File: src/rtl/bias_stream_mc_pkg.sv
// Shared types for the bias streaming source: coefficient width, FSM encoding
// and a width helper that never returns zero.
package bias_stream_mc_pkg;

  localparam int COEFF_WIDTH = 16;

  typedef enum logic [1:0] {
    ST_IDLE  = 2'd0,
    ST_RUN   = 2'd1,
    ST_DRAIN = 2'd2,
    ST_DONE  = 2'd3
  } state_e;

  function automatic int clog2_min1(input int n);
    return (n <= 2) ? 1 : $clog2(n);
  endfunction

endpackage

File: src/rtl/bias_stream_mc_skid_buf.sv
// Two-entry FIFO that absorbs the ROM read latency; push and pop in the same
// cycle are legal at any occupancy.
module bias_stream_mc_skid_buf import bias_stream_mc_pkg::*; #(
  parameter int DATA_W = COEFF_WIDTH
) (
  input  logic              clk,
  input  logic              rst,
  input  logic              push,
  input  logic [DATA_W-1:0] din,
  input  logic              pop,
  output logic [1:0]        occ,
  output logic [DATA_W-1:0] dout
);

  logic [1:0]        occ_d, occ_q;
  logic [DATA_W-1:0] head_d, head_q;
  logic [DATA_W-1:0] tail_d, tail_q;

  always_comb begin
    occ_d  = occ_q;
    head_d = head_q;
    tail_d = tail_q;
    case (occ_q)
      2'd0: begin
        if (push) begin
          head_d = din;
          occ_d  = 2'd1;
        end else begin
          occ_d  = 2'd0;
        end
      end
      2'd1: begin
        if (push && pop) begin
          head_d = din;
        end else if (push) begin
          tail_d = din;
          occ_d  = 2'd2;
        end else if (pop) begin
          occ_d  = 2'd0;
        end else begin
          occ_d  = 2'd1;
        end
      end
      2'd2: begin
        // A push while full is only possible together with a pop
        if (pop) begin
          head_d = tail_q;
          if (push) begin
            tail_d = din;
          end else begin
            occ_d  = 2'd1;
          end
        end else begin
          occ_d = 2'd2;
        end
      end
      default: begin
        occ_d = 2'd0;
      end
    endcase
  end

  always_ff @(posedge clk or posedge rst) begin
    if (rst) begin
      occ_q  <= 2'd0;
      head_q <= '0;
      tail_q <= '0;
    end else begin
      occ_q  <= occ_d;
      head_q <= head_d;
      tail_q <= tail_d;
    end
  end

  always_comb begin
    if (occ_q != 2'd0) begin
      dout = head_q;
    end else begin
      dout = '0;
    end
  end

  assign occ = occ_q;

endmodule

File: src/rtl/rom.sv
// Registered-read coefficient ROM; q is valid the cycle after ce.
// Contents come from the packed INIT parameter, word 0 in the least significant bits.
module rom #(
  parameter int mem_size   = 64,
  parameter int data_width = 16,
  parameter int addr_width = 6,
  parameter logic [mem_size*data_width-1:0] INIT = '0
) (
  input  logic                  clk,
  input  logic                  ce,
  input  logic [addr_width-1:0] addr,
  output logic [data_width-1:0] q
);

  logic [data_width-1:0] rom_s [mem_size];
  logic [data_width-1:0] q_d;
  logic [data_width-1:0] q_q;

  for (genvar g = 0; g < mem_size; g++) begin : g_word
    assign rom_s[g] = INIT[g*data_width +: data_width];
  end

  always_comb begin
    q_d = q_q;
    if (ce) begin
      q_d = rom_s[addr];
    end else begin
      q_d = q_q;
    end
  end

  always_ff @(posedge clk) begin
    q_q <= q_d;
  end

  assign q = q_q;

endmodule

File: src/rtl/bias_stream_mc.sv
// Streams NUM_CH bias coefficients (LANES per word) from a ROM into a FIFO,
// REPEAT sweeps per ap_start (0 = forever), with lossless back-pressure.
module bias_stream_mc import bias_stream_mc_pkg::*; #(
  parameter int COEFF_W = COEFF_WIDTH,
  parameter int NUM_CH  = 64,
  parameter int LANES   = 1,
  parameter int REPEAT  = 1,
  parameter logic [NUM_CH*COEFF_W-1:0] MEM_INIT = '0
) (
  input  logic                     ap_clk,
  input  logic                     ap_rst,
  input  logic                     ap_start,
  output logic                     ap_idle,
  output logic                     ap_done,
  output logic [LANES*COEFF_W-1:0] output_V_din,
  input  logic                     output_V_full_n,
  output logic                     output_V_write
);

  localparam int DEPTH  = NUM_CH / LANES;
  localparam int DATA_W = LANES * COEFF_W;
  localparam int AW     = clog2_min1(DEPTH);
  localparam int SW     = clog2_min1(REPEAT + 1);
  localparam logic [AW-1:0] ADDR_LAST  = AW'(DEPTH - 1);
  localparam logic [SW-1:0] SWEEP_LAST = (REPEAT == 0) ? '0 : SW'(REPEAT - 1);
  localparam bit            FINITE     = (REPEAT != 0);

  state_e            state_d, state_q;
  logic [AW-1:0]     addr_d, addr_q;
  logic [SW-1:0]     sweep_d, sweep_q;
  logic              inflight_q;
  logic              rom_ce_s;
  logic              last_rd_s;
  logic              pop_s;
  logic [2:0]        pending_s;
  logic [1:0]        occ_s;
  logic [DATA_W-1:0] rom_q_s;
  logic [DATA_W-1:0] head_s;

  rom #(
    .mem_size   (DEPTH),
    .data_width (DATA_W),
    .addr_width (AW),
    .INIT       (MEM_INIT)
  ) u_rom (
    .clk  (ap_clk),
    .ce   (rom_ce_s),
    .addr (addr_q),
    .q    (rom_q_s)
  );

  bias_stream_mc_skid_buf #(
    .DATA_W (DATA_W)
  ) u_buf (
    .clk  (ap_clk),
    .rst  (ap_rst),
    .push (inflight_q),
    .din  (rom_q_s),
    .pop  (pop_s),
    .occ  (occ_s),
    .dout (head_s)
  );

  assign pop_s     = (occ_s != 2'd0) && output_V_full_n;
  assign last_rd_s = FINITE && (addr_q == ADDR_LAST) && (sweep_q == SWEEP_LAST);

  // Only issue when the word it returns is guaranteed a buffer slot
  always_comb begin
    pending_s = {1'b0, occ_s} + {2'b00, inflight_q} - {2'b00, pop_s};
    if ((state_q == ST_RUN) && (pending_s < 3'd2)) begin
      rom_ce_s = 1'b1;
    end else begin
      rom_ce_s = 1'b0;
    end
  end

  always_comb begin
    state_d = state_q;
    addr_d  = addr_q;
    sweep_d = sweep_q;
    case (state_q)
      ST_IDLE: begin
        if (ap_start) begin
          state_d = ST_RUN;
          addr_d  = '0;
          sweep_d = '0;
        end else begin
          state_d = ST_IDLE;
        end
      end
      ST_RUN: begin
        if (rom_ce_s && last_rd_s) begin
          state_d = ST_DRAIN;
        end else begin
          state_d = ST_RUN;
        end
      end
      ST_DRAIN: begin
        if ((occ_s == 2'd0) && !inflight_q) begin
          state_d = ST_DONE;
        end else begin
          state_d = ST_DRAIN;
        end
      end
      ST_DONE: begin
        state_d = ST_IDLE;
      end
      default: begin
        state_d = ST_IDLE;
      end
    endcase
    if (rom_ce_s) begin
      if (addr_q == ADDR_LAST) begin
        addr_d  = '0;
        sweep_d = sweep_q + SW'(1);
      end else begin
        addr_d  = addr_q + AW'(1);
      end
    end else begin
      addr_d = addr_d;
    end
  end

  always_ff @(posedge ap_clk or posedge ap_rst) begin
    if (ap_rst) begin
      state_q    <= ST_IDLE;
      addr_q     <= '0;
      sweep_q    <= '0;
      inflight_q <= 1'b0;
    end else begin
      state_q    <= state_d;
      addr_q     <= addr_d;
      sweep_q    <= sweep_d;
      inflight_q <= rom_ce_s;
    end
  end

  assign ap_idle        = (state_q == ST_IDLE);
  assign ap_done        = (state_q == ST_DONE);
  assign output_V_write = pop_s;
  assign output_V_din   = head_s;

endmodule

File: config.mk
export PLATFORM = sky130hd
export DESIGN_NAME = bias_stream_mc
export DESIGN_NICKNAME = d
export VERILOG_FILES = /design/src/rtl/bias_stream_mc_pkg.sv /design/src/rtl/bias_stream_mc_skid_buf.sv /design/src/rtl/rom.sv /design/src/rtl/bias_stream_mc.sv
export SDC_FILE = /design/constraint.sdc
export NUM_CORES = 1
export LEC_CHECK = 0
export ABC_CLOCK_PERIOD_IN_PS = 6500
export CAP_MARGIN = 40
export CORE_AREA = 2 2 44 46
export DETAILED_ROUTE_END_ITERATION = 10
export DIE_AREA = 0 0 46 48
export GPL_TIMING_DRIVEN = 1
export PLACE_DENSITY_LB_ADDON = 0.1
export SLEW_MARGIN = 25
export SYNTH_ARGS = -nofsm -noshare
export SYNTH_HDL_FRONTEND = slang
export SYNTH_SLANG_ARGS = --single-unit
export TNS_END_PERCENT = 50
File: constraint.sdc
create_clock -name ap_clk -period 6.5 [get_ports ap_clk]
set_input_delay 1.3 -clock ap_clk [delete_from_list [all_inputs] [get_ports ap_clk]]
set_output_delay 1.3 -clock ap_clk [all_outputs]
set_load 0.1 [all_outputs]
==> results of run 1 <==
[routing by layer]
metal  vias to the layer above  wire length (um)  part of all wire, %
met5                         -                 0                    0
met4                         0                23                  2.0
met3                         4                99                  8.5
met2                        24               496                   43
met1                       253               543                   47
li1                        283                 -                    -
[sequential cells by signal (all words and copies together), names as in the netlist, named ones only]
name / cells
addr_q: 6
u_buf.occ: 2
inflight_q: 1
state_q: 1
sweep_q: 1
[final timing paths]
check                           startpoint        endpoint  slack [ns]
min                              addr_q[5]       addr_q[5]        0.50
max                        output_V_full_n  output_V_write        2.50
min reg2reg                      addr_q[5]       addr_q[5]        0.50
min in group asynchronous           ap_rst      inflight_q        1.32
max in group asynchronous           ap_rst    u_buf.occ[0]        4.88
max reg2reg                   u_buf.occ[1]      state_q[0]        4.16
[cells by family after synthesis]
group | after synthesis
other | 1
adder cells (fa/ha/maj) | 2
AO/OA/AOI/OAI | 19
buffers and inverters | 23
multiplexers | 1
XOR/XNOR | 2
AND/OR/NAND/NOR | 27
flip-flops | 12
[where the power goes]
part | internal [mW] | switching, mW | total (mW) | leakage, nW
logic | 0.0824 | 0.174 | 0.257 | 0.255
clock network | 0.0215 | 0.0234 | 0.0449 | 0.0138
registers | 0.0992 | 0.0278 | 0.127 | 0.153
[cell type report]
class | instances | share of cell area, %
flip-flops and latches | 12 | 34.9
inverters | 6 | 2.62
well taps | 17 | 2.47
clock buffers | 3 | 2.62
multi-input cells | 67 | 45.2
repair buffers | 9 | 12.2
[stage by stage]
| step | setup slack, ns | utilization, % | hold WS, ns | total power, mW | area, um^2 |
|---|---|---|---|---|---|
| 6_report | 2.50 | 51.0 | 0.501 | 0.428 | 861 |
| 5_1_grt | 2.44 | 51.0 | 0.515 | 0.473 | 861 |
| 4_1_cts | 2.49 | 51.0 | 0.505 | 0.433 | 861 |
| 3_5_place_dp | 2.49 | 49.6 | 0.495 | 0.387 | 838 |
| 3_3_place_gp | 2.10 | 47.0 | 0.475 | 0.373 | 793 |
| 2_1_floorplan | 2.60 | - | 0.451 | 0.356 | 843 |
[cell usage in the layout (no fill, tap or decap), types with 3 or more instances in the layout]
cell type	n
conb_1	16
dfrtp_1	12
buf_8	3
o21ai_1	4
a21oi_1	3
clkdlybuf4s50_1	6
o22ai_1	3
clkbuf_4	3
inv_1	5
nand2_1	4
nor2_1	7
nand2b_1	3
[worst max-delay path: stages]
cell,delay [ns]
clkdlybuf4s50_1,0.51
inv_1,0.08
nor2_1,0.10
clkdlybuf4s50_1,0.51
buf_8,0.20
==> metrics.md, run 1 <==
| Metric | Value |
|---|---|
| Status | completed |
| Nets | approximately 110 |
| CTS clk-pin slew, worst paths | 0.07 ns |
| Crit path time final | 4.00 ns |
| Layout cells sized above 1 | between 9 and 10% |
| Via density | approximately 4.9 |
| Crit end category | primary output |
| Hold Path Class | reg2reg |
| Post-synthesis mux area share | 1.27% |
| Setup Skew | 0.00504 ns |
| CTS Sinks | 12 |
| Max cap viols | 0 |
| Cts repair resizes | 0 |
| Final setup viols | 0 |
| Initial DRC count | 10 |
| Worst setup SP type | input pin |
| Fin crit share | 61.6% |
| Top FF cell, synth | dfrtp_1 |
| Final std cells w/o fill | 114 |
| Remaining global-route overflow | 0 |
| Fraction of the mapped netlist area in adder cells | 4.13% |
| YS warnings | 0 |
| DIE WIDTH | ~46 um |
| Inserted Diodes | 0 |
| P&R area growth vs syn | 9.38% |
| Yosys cell types | 35 |
| Hold Vio Cnt, Final | 0 |
| Compound-Gate Fraction of Synth Area | 15.1% |
| Seq/Total Area, Yosys | 38.2% |
| FILL cells | 161 |
| Final WL | 1160 um |
| Hold buffer count at CTS | 0 |
| CTS tree | done |
| Syn Area/Cell | around 9 um^2 |
| Setup CP Type | in2out |
| H-Tree Depth | 1 |
| Power Dens Cells | roughly 500 nW/um^2 |
| WHS Path Cells | 1 |
| M1 GR Usage | roughly 16% |
| Initial core utilization | a little under half |
| Root Buffer | clkbuf_4 |
| Fraction of registers with async set/reset | 100% |
| Initial antenna violation count | 0 |
| Global Route Usage Sum | 13.6% |
| Top-area cell type share of the netlist area | 38.2% |
| Vias post-DR | 564 |
| Residual DRC count | 0 |
| Die Y | approximately 48 um |
| RSZ-0062 raised after global routing | no |
| Setup TNS | 0 ns |
| Clock Latency Late Sink | 0.28 ns |
| GRT met2 Usage | between 20% and 30% |
| PortBufs | 6 |
| Most common cell in the synthesized netlist | buf_4 |
| Placed cell count | 111 |
| Vias in the first global route | just under 500 |
| Largest net degree at the start of global routing | 13 |
| Final GP Congestion | 0.777 |
| Critical Path AT | 2.70 ns |
| Post-synth top area cell | dfrtp_1 |
| Worst vdd ir | approximately 0.23 mV |
| Core ar. | 1690 um^2 |
| Synth cell count leaders | 16 x buf_4, 12 x dfrtp_1, 7 x nor2_1, 5 x inv_1 |
| Critical path fanouts, max | 4 |
| Grt peak-use layer | met2 |
| Synth top area cells | dfrtp_1 38%, buf_4 15%, nor2_1 3.3% |
| Post-synthesis simple-gate area fraction | between 10% and 20% |
| CTS max path bufs | 2 |
| Leakage power | approximately 0.42 nW |
| Max Freq | 0.250 GHz |
| Worst R2R Path Depth | 8 |
| IO Count | 23 |
| Post-synth EDFFs | 0 |
| Die footprint | 2210 um^2 |
| Area of the multi-input gates | 389 um^2 |
| Rows | 15 |
| Post-Synth XOR/XNOR Area | 2.23% |
| FF+latch area | 300 um^2 |
| Cells after synthesis | 87 |
| Main combinational cell family by area after synthesis | buffers and inverters |
| Cell area after synthesis | 787 um^2 |
| Grt met3 use | under 10% |
| Post-CTS Setup Bufs | 0 |
| Worst path required time | about 5.2 ns |
| Avg WL per Cell | 10.2 um |
| DRT Pass-1 Iters | 4 |
| Global-route wire length before repair | 2040 um |
| Routed Antenna Nets | 0 |
| Max-slew violations | 0 |
| DP HPWL | 907 um |
| CTS buffer count | 3 |
| #FFs+latches synth | 12 |
Note: power is estimated with default switching activity, not from simulation.
==> inputs of run 2 (changes only) <==
--- a/config.mk
+++ b/config.mk
@@ -5,11 +5,11 @@
 export SDC_FILE = /design/constraint.sdc
 export NUM_CORES = 1
 export LEC_CHECK = 0
-export ABC_CLOCK_PERIOD_IN_PS = 6500
+export ABC_CLOCK_PERIOD_IN_PS = 4040
 export CAP_MARGIN = 40
-export CORE_AREA = 2 2 44 46
+export CORE_AREA = 2 2 45 47
 export DETAILED_ROUTE_END_ITERATION = 10
-export DIE_AREA = 0 0 46 48
+export DIE_AREA = 0 0 47 49
 export GPL_TIMING_DRIVEN = 1
 export PLACE_DENSITY_LB_ADDON = 0.1
 export SLEW_MARGIN = 25
==> constraint.sdc (replaced) <==
create_clock -name ap_clk -period 4.04 [get_ports ap_clk]
set_input_delay 0.808 -clock ap_clk [delete_from_list [all_inputs] [get_ports ap_clk]]
set_output_delay 0.808 -clock ap_clk [all_outputs]
set_load 0.1 [all_outputs]
==> metrics.md, run 2 (synthesized netlist as in run 1, its figures left out) <==
| Metric | Value |
|---|---|
| Status | completed |
| Hold buffer count at CTS | 0 |
| Global Route Usage Sum | 12.7% |
| Critical path fanouts, max | 6 |
| Initial core utilization | 42.7% |
| P_int | 315 uW |
| Sw Pwr | 360 uW |
| CTS tree | done |
| Buf+Inv Stages, Crit Path | 2 |
| Comb pwr share | 59.1% |
| Clock Latency Late Sink | 0.26 ns |
| Global-route wire length before repair | 2080 um |
| Max-slew violations | 0 |
| Max cap viols | 0 |
| Worst path cell trace | clkdlybuf4s50_1 -> inv_1 -> nor2_1 -> o21ai_0 -> fa_1 -> nand3b_1 -> o21ai_1 -> o21ai_1 -> a22o_1 |
| Setup CP Type | in2reg |
| CTS Sinks | 12 |
| Crit end category | flop |
| Hold Path Class | reg2reg |
| DP HPWL | 992 um |
| Max FFs per register | 6 |
| Die footprint | about 2300 um^2 |
| H-Tree Depth | 1 |
| Rows | 16 |
| Instance count on the critical path | 9 |
| DRT Pass-1 Iters | 4 |
| Total Power | 675 uW |
| Vias in the first global route | 484 |
| WHS | 0.496 ns |
| CTS clk-pin slew, worst paths | 0.07 ns |
| Setup TNS | 0 ns |
| Largest net degree at the start of global routing | 13 |
| Nets | 104 |
| Critical Path Max Stage Delay | 0.52 ns |
| Sequential share of power | between 30% and 40% |
| PortBufs | 6 |
| Worst R2R Path Depth | 8 |
| Final WL | 1240 um |
| Worst setup SP type | input pin |
| Worst vdd ir | 0.303 mV |
| Final setup viols | 0 |
| Worst path required time | 4.20 ns |
| Fin crit share | 72.2% |
| Cts repair resizes | 0 |
| Routed Antenna Nets | 0 |
| P&R area growth vs syn | 8.74% |
| Slowest CP cell | clkdlybuf4s50_1 |
| Inserted Diodes | 0 |
| Power Dens Cells | between 700 and 800 nW/um^2 |
| Sw Ratio | 53.3% |
| Commonest non-fill, non-tap cells in the layout | 16 x conb_1, 12 x dfrtp_1, 7 x nor2_1 |
| Max Freq | 0.343 GHz |
| CTS max path bufs | 2 |
| Vias post-DR | 561 |
| Clock Power Share | 10.4% |
| Hold Vio Cnt, Final | 0 |
| Top cell by count, worst path | o21ai_1 |
| Critical Path AT | 3.07 ns |
| CTS buffer count | 3 |
| WHS Path Cells | 1 |
| Initial antenna violation count | 0 |
| Via density | 4.56 |
| Root Buffer | clkbuf_4 |
| IO Count | 23 |
| Setup Skew | between 0.0015 and 0.002 ns |
| Leakage power | 0.416 nW |
| Remaining global-route overflow | 0 |
| Initial DRC count | 15 |
| RSZ-0062 raised after global routing | no |
| Crit path max-delay family | compound AO/OA/AOI/OAI gates |
| Core ar. | about 1800 um^2 |
| Layout cells sized above 1 | approximately a tenth |
| Avg WL per Cell | 10.1 um |
| Final GP Congestion | 0.740 |
| Die Y | between 40 and 50 um |
| DIE WIDTH | 47 um |
| Commonest non-fill, non-tap cell in the layout | conb_1 |
| Crit path time final | 2.92 ns |
| Post-CTS Setup Bufs | 0 |
| Largest Register | addr_q |
| Residual DRC count | 0 |
| R2r setup slk | 1.67 ns |
[run 2: cell types whose count changed in the layout (fill, tap and decap cells not counted), sizes merged]
cell	previous run	this run
clkdlybuf4s50	6	5
[run 2: cell type report]
| cell class | instances | area, um^2 |
|---|---|---|
| clock buffers | 3 | 22.5 |
| inverters | 6 | 22.5 |
| flip-flops and latches | 12 | 300 |
| fillers | 183 | 986 |
| multi-input cells | 67 | 389 |
| repair buffers | 8 | 87.6 |
| well taps | 27 | 33.8 |
[run 2: power groups by stage]
| stage | Sequential [mW] | Combinational, mW | Clock, mW |
|---|---|---|---|
| floorplan | 0.197 | 0.375 | 0 |
| global placement | 0.208 | 0.389 | 0 |
| detailed placement | 0.208 | 0.402 | 0 |
| CTS | 0.206 | 0.402 | 0.0736 |
| global route | 0.212 | 0.448 | 0.0807 |
| finish | 0.206 | 0.399 | 0.0701 |
[run 2: worst paths after layout]
check,startpoint,endpoint
hold / removal,addr_q[5],addr_q[5]
min in group asynchronous,ap_rst,state_q[0]
hold reg to reg,addr_q[5],addr_q[5]
setup reg to reg,u_buf.occ[0],addr_q[4]
max in group asynchronous,ap_rst,addr_q[1]
setup / recovery,output_V_full_n,addr_q[4]
[run 2: metrics by stage]
step | std cells | worst slack, ns | instance area [um^2] | utilization (%)
after global placement | 118 | 0.866 | 803 | 43.6
after global routing | 123 | 0.908 | 856 | 46.5
after detailed placement | 120 | 0.822 | 833 | 45.2
after floorplan | 102 | 1.12 | 843 | -
after CTS | 123 | 1.10 | 856 | 46.5
final | 123 | 1.12 | 856 | 46.5
[run 2: metal layers]
layer	part of all wire (%)	global-route usage [%]
met5	0	0
met2	47	19.6
met1	46	15.5
met4	1.1	4.17
met3	6.0	5.56
==> inputs of run 3 (changes only) <==
--- a/config.mk
+++ b/config.mk
@@ -5,7 +5,7 @@
 export SDC_FILE = /design/constraint.sdc
 export NUM_CORES = 1
 export LEC_CHECK = 0
-export ABC_CLOCK_PERIOD_IN_PS = 4040
+export ABC_CLOCK_PERIOD_IN_PS = 2800
 export CAP_MARGIN = 40
 export CORE_AREA = 2 2 45 47
 export DETAILED_ROUTE_END_ITERATION = 10
==> constraint.sdc (replaced) <==
create_clock -name ap_clk -period 2.8 [get_ports ap_clk]
set_input_delay 0.56 -clock ap_clk [delete_from_list [all_inputs] [get_ports ap_clk]]
set_output_delay 0.56 -clock ap_clk [all_outputs]
set_load 0.1 [all_outputs]
==> metrics.md, run 3 (synthesized netlist as in run 1, its figures left out) <==
| Metric | Value |
|---|---|
| Status | completed |
| Commonest non-fill, non-tap cell in the layout | conb_1 |
| Initial antenna violation count | 0 |
| Worst path cell trace | clkdlybuf4s50_1 -> inv_1 -> nor2_1 -> o21ai_0 -> fa_1 -> nand3b_1 -> or2_1 -> or3_4 -> o21ai_2 |
| Die footprint | between 2000 and 2500 um^2 |
| Sequential share of power | 27.5% |
| Setup Skew | approximately 0.0025 ns |
| DIE WIDTH | about 47 um |
| Critical Path AT | 2.65 ns |
| Worst vdd ir | about 0.43 mV |
| Final setup viols | 0 |
| CTS buffer count | 3 |
| P&R area growth vs syn | 11.4% |
| Setup CP Type | in2reg |
| H-Tree Depth | 1 |
| Die Y | 49 um |
| Critical path fanouts, max | 5 |
| Clock Power Share | approximately an eighth |
| Power Dens Cells | 1230 nW/um^2 |
| Crit path time final | 2.45 ns |
| Largest net degree at the start of global routing | 13 |
| Final GP Congestion | 0.770 |
| Largest Register | addr_q |
| R2r setup slk | 0.57 ns |
| Inserted Diodes | 0 |
| Cts repair resizes | 0 |
| Sw Pwr | 537 uW |
| Root Buffer | clkbuf_4 |
| Initial DRC count | 11 |
| DP HPWL | between 900 and 1000 um |
| CTS clk-pin slew, worst paths | 0.08 ns |
| Reg-to-Reg Start | u_buf.occ[0] |
| Rows | 16 |
| Fin crit share | 87.5% |
| CTS Sinks | 12 |
| Hold endpoint | addr_q[5] |
| Worst setup SP type | input pin |
| Clock Latency Late Sink | 0.27 ns |
| Leakage power | 0.436 nW |
| Final Instance Area | roughly 900 um^2 |
| Core ar. | 1840 um^2 |
| Slowest CP cell | fa_1 |
| Core Util, Final | 47.6% |
| Sw Ratio | 49.9% |
| Worst path required time | 3.00 ns |
| Via density | 4.42 |
| Vias in the first global route | 512 |
| Hold buffer count at CTS | 0 |
| Avg WL per Cell | 9.79 um |
| Max Freq | ~0.41 GHz |
| Total Power | approximately 1.1 mW |
| IO Count | 23 |
| CTS max path bufs | 2 |
| Commonest non-fill, non-tap cells in the layout | 16 x conb_1, 12 x dfrtp_1, 7 x nor2_1 |
| Global-route wire length before repair | 2100 um |
| Global Route Usage Sum | 12.5% |
| Max cap viols | 0 |
| Final WL | 1230 um |
| Post-CTS Setup Bufs | 0 |
| Nets | 106 |
| Comb pwr share | 59.8% |
| Vias post-DR | 557 |
| Crit end category | flop |
| WHS Path Cells | 1 |
| DRT Pass-1 Iters | 4 |
| CTS tree | done |
| Hold Vio Cnt, Final | 0 |
| RSZ-0062 raised after global routing | no |
| Worst hold start | addr_q[5] |
| Setup TNS | 0 ns |
| PortBufs | 6 |
| Residual DRC count | 0 |
| P_int | 539 uW |
| Hold Path Class | reg2reg |
| Area post-placement | between 800 and 900 um^2 |
| Layout cells sized above 1 | 14.1% |
| Worst R2R Path Depth | 8 |
| Critical Path Max Stage Delay | 0.49 ns |
| Routed Antenna Nets | 0 |
| Max-slew violations | 0 |
| Initial core utilization | 42.7% |
| Max FFs per register | 6 |
| Remaining global-route overflow | 0 |
run 3: changes by cell type in the layout (fill, tap and decap cells not counted), sizes merged:
| cell | before | now |
|---|---|---|
| buf | 3 | 7 |
| clkbuf | 3 | 4 |
| clkdlybuf4s50 | 5 | 3 |
run 3: routing by layer:
layer	part of all wire [%]	up-vias	routed length, um	GRT usage [%]
li1	-	287	-	-
met1	49	253	601	17.3
met2	45	15	557	17.4
met3	4.9	2	60	3.33
met4	1.1	0	13	6.94
met5	0	-	0	0
run 3: metrics by stage:
| stage | cells | setup WS, ns | hold slack [ns] |
|---|---|---|---|
| 4_1_cts | 126 | 0.351 | 0.505 |
| 2_1_floorplan | 102 | 0.376 | 0.425 |
| 3_5_place_dp | 122 | 0.0682 | 0.483 |
| 6_report | 126 | 0.349 | 0.494 |
| 5_1_grt | 126 | 0.181 | 0.539 |
| 3_3_place_gp | 122 | 0.0871 | 0.470 |
run 3: worst max path at each step:
stage                    start             end  slack (ns)  cells past startpoint
2_1_floorplan  output_V_full_n  output_V_write        0.38                      2
3_3_place_gp   output_V_full_n            flop        0.09                      9
3_5_place_dp   output_V_full_n            flop        0.07                      9
4_1_cts        output_V_full_n       addr_q[2]        0.35                     10
5_1_grt        output_V_full_n       addr_q[2]        0.18                     10
6_report       output_V_full_n            flop        0.35                      9
run 3: cell type report:
type / count / area [um^2]
clock buffers: 4 / 36.3
fillers: 193 / 965
inverters: 6 / 22.5
multi-input cells: 67 / 389
flip-flops and latches: 12 / 300
well taps: 27 / 33.8
repair buffers: 10 / 95.1
run 3: power groups by stage:
stage               Sequential (mW)  Clock [mW]  Combinational [mW]
floorplan                     0.284           0               0.542
global placement              0.299           0               0.641
detailed placement            0.301           0               0.642
CTS                           0.297       0.142               0.648
global route                  0.306       0.154               0.717
finish                        0.296       0.136               0.644
run 3: worst max-delay path, delay by kind of cell:
kind / cells / cell delay (ns)
simple gates: 4 / 0.89
buf+inv: 2 / 0.54
fa+ha+maj: 1 / 0.49
compound gates: 2 / 0.17
